<file path="src/rtl/mux_scan_sel.sv">
// Registered N-channel selector with manual load and auto-scan rotation at a programmable dwell.
// Define MUXSCAN_MASK_EN to add CH_MASK, which makes the scan skip disabled channels.
module mux_scan_sel #(
  parameter int W      = 4,
  parameter int N      = 4,
  parameter int DWELL  = 1000,
  localparam int SW    = $clog2(N)
) (
  input  logic            CLK,
  input  logic            RST_N,
  input  logic [N*W-1:0]  D,
  input  logic            MODE,
  input  logic [SW-1:0]   SEL,
  input  logic            SEL_LD,
  input  logic            HOLD,
`ifdef MUXSCAN_MASK_EN
  input  logic [N-1:0]    CH_MASK,
`endif
  output logic [W-1:0]    DOUT,
  output logic [SW-1:0]   CH,
  output logic            STRB
);

  localparam int            CW       = (DWELL > 1) ? $clog2(DWELL) : 1;
  localparam logic [CW-1:0] CNT_LAST = CW'(DWELL - 1);

  typedef enum logic {MAN, SCAN} state_e;

  state_e        state_q, state_d;
  logic [CW-1:0] cnt_q, cnt_d;
  logic [SW-1:0] ch_q, ch_d, ch_next;
  logic [W-1:0]  dout_q, dout_d;
  logic          strb_q, strb_d;
  logic [W-1:0]  d_arr [N];
  logic [N-1:0]  ch_mask;
  logic [SW:0]   idx;
  logic          found;

`ifdef MUXSCAN_MASK_EN
  assign ch_mask = CH_MASK;
`else
  assign ch_mask = '1;
`endif

  always_comb begin
    for (int k = 0; k < N; k++) d_arr[k] = D[k*W +: W];
  end

  // NOTE: non-blocking assignments here so every flop samples the pre-edge values of its peers.
  always_ff @(posedge CLK or negedge RST_N) begin
    if (!RST_N) begin
      state_q <= MAN;
      cnt_q   <= '0;
      ch_q    <= '0;
      dout_q  <= '0;
      strb_q  <= 1'b0;
    end else begin
      state_q <= state_d;
      cnt_q   <= cnt_d;
      ch_q    <= ch_d;
      dout_q  <= dout_d;
      strb_q  <= strb_d;
    end
  end

  always_comb begin
    state_d = MODE ? SCAN : MAN;
  end

  // Next enabled index after ch_q, searched cyclically; holds when no other channel is enabled.
  // NOTE: every variable gets a default before any branch, so no path can infer a latch.
  always_comb begin
    ch_next = ch_q;
    found   = 1'b0;
    idx     = '0;
    for (int i = 1; i < N; i++) begin
      idx = {1'b0, ch_q} + (SW+1)'(i);
      if (idx >= (SW+1)'(N)) idx = idx - (SW+1)'(N);
      if (!found && ch_mask[idx[SW-1:0]]) begin
        ch_next = idx[SW-1:0];
        found   = 1'b1;
      end
    end
  end

  // The sampled MODE decides the cycle: a manual cycle or a scan-entry cycle clears the dwell count.
  always_comb begin
    ch_d  = ch_q;
    cnt_d = cnt_q;
    if (!MODE || state_q == MAN) begin
      cnt_d = '0;
      if (!MODE && SEL_LD && ({1'b0, SEL} < (SW+1)'(N))) ch_d = SEL;
    end else if (!HOLD) begin
      if (cnt_q == CNT_LAST) begin
        cnt_d = '0;
        ch_d  = ch_next;
      end else begin
        cnt_d = cnt_q + CW'(1);
      end
    end
    dout_d = d_arr[ch_d];
    strb_d = (ch_d != ch_q);
  end

  assign DOUT = dout_q;
  assign CH   = ch_q;
  assign STRB = strb_q;

endmodule

</file>
<file path="config.mk">
export PLATFORM = sky130hd
export DESIGN_NAME = mux_scan_sel
export DESIGN_NICKNAME = d
export VERILOG_FILES = /design/src/rtl/mux_scan_sel.sv
export SDC_FILE = /design/constraint.sdc
export NUM_CORES = 1
export LEC_CHECK = 0
export CORE_MARGIN = 1
export CORE_UTILIZATION = 35
export CTS_CLUSTER_SIZE = 16
export DETAILED_ROUTE_END_ITERATION = 12
export GPL_ROUTABILITY_DRIVEN = 1
export SLEW_MARGIN = 20
export SYNTH_ARGS = -nofsm -noshare
export SYNTH_HDL_FRONTEND = slang
export SYNTH_SLANG_ARGS = --single-unit
</file>
<file path="constraint.sdc">
create_clock -name CLK -period 4.95 [get_ports CLK]
set_clock_uncertainty 0.2 [all_clocks]
set_input_delay 1.485 -clock CLK [delete_from_list [all_inputs] [get_ports CLK]]
set_output_delay 1.485 -clock CLK [all_outputs]
set_load 0.03 [all_outputs]
</file>
# ---- Yosys cells after proc, flatten, opt, wreduce, memory -nomap -nowiden
# Index checks and enable logic that the tools add are counted.
dict set report word_totals {
  word_cells 56
  register_bits 18
  inputBits 23
  out_inout_bits 7
}
dict set report classes {
  addsub 7
  reduce_logical 7
  bitwise_logic 2
  muxes 25
  eq_ne 3
  magnitude_cmp 7
}
# op n
set ops {}
lappend ops {{2-to-1 mux 10 bit} 3}
lappend ops {{2-to-1 mux 2 bit} 10}
lappend ops {{greater-or-equal comparator 3 bit, second input constant} 4}
lappend ops {{adder 10 x 1 -> 10 bit, second input constant} 1}
lappend ops {{== test 10 bit, second input constant} 1}
lappend ops {{< comparator 2 x 3 -> 1 bit, second input constant} 3}
lappend ops {{binary-select mux 4 bit (select 2 bit)} 1}
lappend ops {{2-to-1 mux 4 bit} 2}
lappend ops {{adder 2 x 2 -> 3 bit, second input constant} 2}
lappend ops {{binary-select mux 1 bit (select 2 bit)} 3}
lappend ops {{2-to-1 mux 1 bit} 6}
lappend ops {{subtractor 2 x 1 -> 2 bit, second input constant} 3}
lappend ops {{adder 2 x 1 -> 3 bit, second input constant} 1}
lappend ops {{logical AND 1 bit} 3}
lappend ops {{zero test 1 bit} 3}
lappend ops {{inverter 2 -> 3 bit} 1}
lappend ops {{inequality test 2 x 1 -> 1 bit, second input constant} 1}
lappend ops {{inequality test 2 bit} 1}
lappend ops {{logical OR 1 bit} 1}
lappend ops {{inverter 1 bit} 1}

# ---- Longest topological paths before layout
# Gate-level depths: netlist of the first run.
dict set report logic_depth {
  word_depth 19
  mapped_depth 6
  mapped_depth_nobuf 6
}

# ---- Worst setup path before layout of the first run
# Ideal clock, no wire load.
dict set report synth_path {
  path_kind {input-to-reg}
  start {input port HOLD}
  end {register dout_q[0] (netlist: DOUT[0])}
  setup_time_ns 0.140
  path_buffers 1
  arrival_time_ns 2.933
  stages 6
  t_required_ns 4.610
  setup_slack_ns 1.677
  cell_sequence {buf_2 > nand3b_1 > nor4_4 > xnor2_1 > a21oi_4 > mux4_1}
}
dict set report synth_via {
  elab_chain_cells 6
}
# element line_no
set synth_rtl {}
lappend synth_rtl {{start, declared} 15} ;# input logic HOLD,
lappend synth_rtl {{2-to-1 mux 2 bit} 93} ;# end else if (!HOLD) begin
lappend synth_rtl {{2-to-1 mux 2 bit} 90} ;# if (!MODE || state_q == MAN) begin
lappend synth_rtl {{net ch_d[1]} 31} ;# logic [SW-1:0] ch_q, ch_d, ch_next;
lappend synth_rtl {{inverter 2 -> 3 bit (not written as such)} 101} ;# dout_d = d_arr[ch_d];
lappend synth_rtl {{binary-select mux 4 bit (select 2 bit)} 101}
lappend synth_rtl {{2-to-1 mux 4 bit (not written as such) (2 in a row)} 101}
lappend synth_rtl {{net dout_d[0]} 32} ;# logic [W-1:0] dout_q, dout_d;
lappend synth_rtl {{end signal, assigned} 61} ;# dout_q <= dout_d;
lappend synth_rtl {{end, declared} 32}
# The timed path passes the listed nets, and every way through them passes these cells. The select of a mux whose other input is x is not followed.
# A chain may end at the register's enable or synchronous reset.

# ---- Final worst setup path of the first run
dict set report layout_path {
  start {input port HOLD}
  end {register dout_q[3] (netlist: DOUT[3])}
}
# Same word-level chain as after synthesis.

==> flow_metrics.env, run 1 <==
export IMPL_outcome="finished, final reports clean"
export IMPL_startpoint="HOLD"
export IMPL_preCtsSetupSlack_ns=1.10
export IMPL_reg2reg_depth=6
export IMPL_r2r_start="cnt_q[0]"
export IMPL_rows=19
export IMPL_drv_cap=0
export IMPL_finalSetupViolations=0
export IMPL_die_y_um=55.7
export IMPL_holdBufCountCts=0
export IMPL_slew_headroom=0.483
export IMPL_clock_sinks=18
export IMPL_synth_top_cell_by_area="dfrtp_1"
export IMPL_grt_usage=0.155
export IMPL_swShare=0.269
export IMPL_grt_pass1_wl_mm=3.71
export IMPL_clk_latency_ns=0.29
export IMPL_share_comb_of_total_power=0.254
export IMPL_synth_area_mm2=0.00101
export IMPL_cp_data_required_time_ns=4.92
export IMPL_synthTopCellsByArea="dfrtp_1 45%, mux4_1 5.2%, mux4_2 4.5%"
export IMPL_post_cts_buffers=0
export IMPL_async_reset_ff_frac=1.00
export IMPL_worstSetupPathType="primary input to register"
export IMPL_yosysSeqAreaShare=0.446
export IMPL_synth_nets=114
export IMPL_drt_vias_per_instance=5.26
export IMPL_cts_buffer_depth=2
export IMPL_first_iter_violations=24
export IMPL_fmax_mhz=284
export IMPL_r2r_slack_ns=2.54
export IMPL_first_pass_iters=4
export IMPL_cts_tree="done"
export IMPL_worstSetupStartpointType="primary input"
export IMPL_cts_buffers=3
export IMPL_yosysTopAreaCellShare=0.446
export IMPL_tns_ns=0
export IMPL_clk_pin_slew_ns=0.10
export IMPL_htree_num_levels=1
export IMPL_antenna_found_initial=0
export IMPL_finalHoldViolCount=0
export IMPL_rsz0062_at_grt="false"
export IMPL_synth_edf_count=0
export IMPL_peakVddDrop_mv=0.116
export IMPL_drc=0
export IMPL_vias=794
export IMPL_ys_types=35
export IMPL_ys_ff_latch=18
export IMPL_pwr_share_seq=0.484
export IMPL_min_to="cnt_q[9]"
export IMPL_ant_nets=0
export IMPL_fin_util=0.498
export IMPL_p_leak_uw=0.000574
export IMPL_setup_worst_path_end_class="register"
export IMPL_period_needed_ns=3.52
export IMPL_syn_inst=90
export IMPL_die_area_mm2=0.00310
export IMPL_fin_nets=145
export IMPL_cts_root_buffer="clkbuf_4"
export IMPL_netlist_top_cells_count="18 x dfrtp_1, 12 x nor2_1, 5 x nand2_1, 5 x xor2_1, 4 x nand3_1"
export IMPL_worstMarginPinSlew_ns=0.772
export IMPL_drive_gt1_frac=0.108
export IMPL_ios=30
export IMPL_gp_congestion=0.790
export IMPL_grt_max_degree=19
export IMPL_dpl_hpwl_mm=1.78
export IMPL_reg2reg_to="DOUT[3]"
export IMPL_yosysWarningCount=0
export IMPL_die_x_um=55.7
export IMPL_grt_pass1_vias=874
export IMPL_whs_path_depth=2
export IMPL_synth_main_ff_cell="dfrtp_1"
export IMPL_grt_ovfl_total=0
export IMPL_hp_class="register to register"
export IMPL_final_area_mm2=0.00136
export IMPL_core_area_mm2=0.00273
export IMPL_post_route_period_util=0.712
export IMPL_power_frac_clock=0.262
export IMPL_port_buffers=29
export IMPL_antenna_cells=0
export IMPL_p_int_uw=246
export IMPL_wire_per_inst_um=14.5
export IMPL_p_sw_uw=90.6
export IMPL_wirelength_mm=2.20
export IMPL_cts_resized=0
export IMPL_initial_core_util=0.369
export IMPL_place_area_mm2=0.00133
export IMPL_worstHoldStart="cnt_q[9]"
export IMPL_pwr_density_cell_mw_per_mm2=247
export IMPL_post_route_worst_setup_slack_ns=1.43
export IMPL_crit_fanout=10
export IMPL_syn2layout_area_growth_pct=34.9
export IMPL_syn_area_per_cell_um2=11.2
export IMPL_cp_arrival_ns=3.49
export IMPL_synth_most_common_cell="dfrtp_1"
export IMPL_slew_viol_final=0
how the worst max path moves through the flow:
stage | end | slack, ns | cells after the start
after floorplan | DOUT[0] | 1.68 | 6
after global placement | DOUT[3] | 1.15 | 6
after detailed placement | DOUT[3] | 1.10 | 6
after CTS | DOUT[3] | 1.42 | 6
after global routing | DOUT[3] | 1.31 | 6
final | DOUT[3] | 1.43 | 6
stage by stage:
stage / power, µW / hold WS (ns) / std cells
after floorplan: 209 / 0.348 / 90
after global placement: 251 / 0.377 / 147
after detailed placement: 252 / 0.403 / 147
after CTS: 342 / 0.420 / 151
after global routing: 352 / 0.459 / 151
final: 337 / 0.425 / 151
worst max-delay path, cell delays in order:
cell and delay [ns]:
clkdlybuf4s50_1 0.56, nand3b_1 0.28, nor4_4 0.19, xnor2_1 0.14, a21oi_4 0.25, mux4_1 0.58
layer usage:
layer  global-route usage  wire length [µm]  up-vias
met1                0.171               959      381
met3               0.0395               107        2
met5                    0                 0        -
li1                     -                 -      385
met2                0.281              1110       26
met4               0.0643                19        0
power by group through the flow:
stage | Combinational (µW) | Clock [µW] | Sequential (µW)
6_report | 85.6 | 88.2 | 163
5_1_grt | 90.4 | 97.6 | 164
4_1_cts | 86.5 | 92.4 | 163
3_5_place_dp | 86.2 | 0 | 166
3_3_place_gp | 85.2 | 0 | 165
2_1_floorplan | 26.5 | 0 | 182
state kept, by name, summed over array words and instances, names as in the netlist:
signal   count
CH           2
DOUT         4
STRB         1
cnt_q       10
state_q      1
cell families (layout without fill, tap and decap cells):
kind of cell	after synthesis	count (layout)	share of synthesized area
adders and majority gates	1	1	0.0124
xor gates and xnor gates	8	8	0.0694
buffers and inverters	4	34	0.0161
and+or+nand+nor	42	42	0.264
AOI/OAI and AO/OA	12	12	0.0855
DFF	18	18	0.446
muxes	5	5	0.107
layout make-up:
cell class                      instances  area (µm²)
Inverter                                1        3.75
Fill cell                             254        1370
Multi-Input combinational cell         68         543
Timing Repair Buffer                   29         290
Tap cell                               31        38.8
Clock buffer                            4        36.3
Sequential cell                        18         450
placed cells by master, fill, tap and decap left out, drive strengths merged, types with 2 or more instances in the layout:
cell type,count
nand2,5
nand3,4
xnor2,3
nand2b,2
and2,2
mux4,4
nor4,3
nor2b,3
nor3,2
clkbuf,4
nor2,12
dfrtp,18
clkdlybuf4s50,29
nand3b,2
a21oi,4
nand4,3
xor2,5
o21ai,3
No activity file was read; power rests on OpenSTA's default activity.
==> inputs of run 2 (changes only) <==
==> constraint.sdc (replaced) <==
create_clock -name CLK -period 3.3 [get_ports CLK]
set_clock_uncertainty 0.2 [all_clocks]
set_input_delay 0.99 -clock CLK [delete_from_list [all_inputs] [get_ports CLK]]
set_output_delay 0.99 -clock CLK [all_outputs]
set_load 0.03 [all_outputs]
==> run 2 against run 1 <==
Compared with the run above: global-route usage decreased by 0.42 points; worst hold slack got worse by 0.036 ns; first-iteration DRC count decreased by 46%; cell count increased by 0.66%; via count increased by 0.63%; flip-flop and latch count unchanged; cell area about the same; sequential share of layout area about the same; register-to-register slack got worse by 1.7 ns; routed wire length decreased by 7.6%; core utilization about the same; clock-buffer cell count decreased by 1; largest cell class unchanged.
==> flow_metrics.env, run 2 (same netlist as run 1, synthesis figures left out) <==
export IMPL_initial_core_util=0.369
export IMPL_die_y_um=55.7
export IMPL_clock_sinks=18
export IMPL_rows=19
export IMPL_outcome="finished, final reports clean"
export IMPL_period_needed_ns=2.82
export IMPL_worstMarginPinSlew_ns=0.797
export IMPL_cp_data_required_time_ns=3.26
export IMPL_post_route_period_util=0.854
export IMPL_wire_per_inst_um=13.4
export IMPL_first_pass_iters=4
export IMPL_grt_pass1_wl_mm=3.57
export IMPL_drt_vias_per_instance=5.26
export IMPL_grt_usage=0.151
export IMPL_tns_ns=0
export IMPL_vias=799
export IMPL_post_cts_buffers=0
export IMPL_rsz0062_at_grt="false"
export IMPL_drc=0
export IMPL_holdBufCountCts=0
export IMPL_final_common_cell="clkdlybuf4s50_1"
export IMPL_worstSetupPathType="primary input to register"
export IMPL_slowest_stage="mux4_1"
export IMPL_die_area_mm2=0.00310
export IMPL_fmax_mhz=355
export IMPL_finalSetupViolations=0
export IMPL_finalHoldViolCount=0
export IMPL_worstSetupStartpointType="primary input"
export IMPL_peakVddDrop_mv=0.199
export IMPL_cts_tree="done"
export IMPL_fillers=238
export IMPL_clk_latency_ns=0.29
export IMPL_pwr_density_cell_mw_per_mm2=352
export IMPL_preCtsSetupSlack_ns=0.147
export IMPL_die_x_um=55.7
export IMPL_largest_reg_flops=10
export IMPL_first_iter_violations=13
export IMPL_wirelength_mm=2.03
export IMPL_grt_ovfl_total=0
export IMPL_ant_nets=0
export IMPL_final_cell_mix="29 x clkdlybuf4s50_1, 18 x dfrtp_1, 12 x nor2_1"
export IMPL_top_register="cnt_q"
export IMPL_htree_num_levels=1
export IMPL_crit_fanout=5
export IMPL_clk_pin_slew_ns=0.10
export IMPL_cts_buffer_depth=2
export IMPL_core_area_mm2=0.00273
export IMPL_cp_arrival_ns=2.78
export IMPL_setup_worst_path_end_class="register"
export IMPL_cts_buffers=3
export IMPL_slowest_delay_ns=0.57
export IMPL_antenna_cells=0
export IMPL_grt_max_degree=19
export IMPL_fin_nets=147
export IMPL_ios=30
export IMPL_slew_headroom=0.467
export IMPL_p_leak_uw=0.000576
export IMPL_post_route_worst_setup_slack_ns=0.483
export IMPL_hp_class="register to register"
export IMPL_port_buffers=29
export IMPL_drive_gt1_frac=0.116
export IMPL_antenna_found_initial=0
export IMPL_cts_resized=0
export IMPL_syn2layout_area_growth_pct=35.1
export IMPL_slew_viol_final=0
export IMPL_drv_cap=0
export IMPL_cts_root_buffer="clkbuf_4"
export IMPL_gp_congestion=0.729
export IMPL_grt_pass1_vias=811
export IMPL_dpl_hpwl_mm=1.60
export IMPL_cp_cell_sequence="clkdlybuf4s50_1 -> nand3b_1 -> nor4_4 -> xnor2_1 -> a21oi_4 -> mux4_1"
## run 2: final cells by class
type | count | area (µm²) | area share
Tap cell | 31 | 38.8 | 0.0284
Inverter | 1 | 3.75 | 0.00275
Clock buffer | 3 | 22.5 | 0.0165
Multi-Input combinational cell | 68 | 543 | 0.398
Timing Repair Buffer | 31 | 305 | 0.224
Sequential cell | 18 | 450 | 0.330
## run 2: power by group
part	internal (µW)	switching [µW]	total, µW	leakage [µW]
logic	68.9	60.4	129	0.000329
clock network	42.5	64.8	107	0.0000138
registers	235	9.02	244	0.000234
total	346	134	480	0.000576
## run 2: per-stage QoR
step	std cells	hold slack [ns]	total power (µW)	util	area, µm²
global placement	149	0.369	378	0.491	1340
global route	152	0.412	505	0.499	1360
detailed placement	149	0.376	379	0.491	1340
floorplan	90	0.348	313	-	1010
CTS	152	0.392	489	0.499	1360
finish	152	0.390	480	0.499	1360
## run 2: metal layers
metal	vias to the layer above	wire length (µm)	GRT usage	share of wire
li1	390	-	-	-
met1	374	898	0.186	0.44
met2	31	966	0.239	0.48
met3	4	114	0.0326	0.056
met4	0	51	0.0964	0.025
met5	-	0	0	0
## run 2: critical path, delay by kind of cell
| family | cells | cell delay (ns) |
|---|---|---|
| buf+inv | 1 | 0.42 |
| compound gates | 1 | 0.26 |
| simple gates | 2 | 0.38 |
| mux | 1 | 0.57 |
| xor+xnor | 1 | 0.16 |
## run 2: worst paths after layout
check | from | to | slack [ns] | cells past startpoint
setup / recovery | HOLD | DOUT[3] | 0.48 | 6
setup reg to reg | cnt_q[0] | DOUT[3] | 0.88 | 6
hold reg to reg | cnt_q[9] | cnt_q[9] | 0.39 | 2
max in group asynchronous | RST_N | cnt_q[1] | 1.45 | 1
min in group asynchronous | RST_N | cnt_q[4] | 0.95 | 1
hold / removal | cnt_q[9] | cnt_q[9] | 0.39 | 2
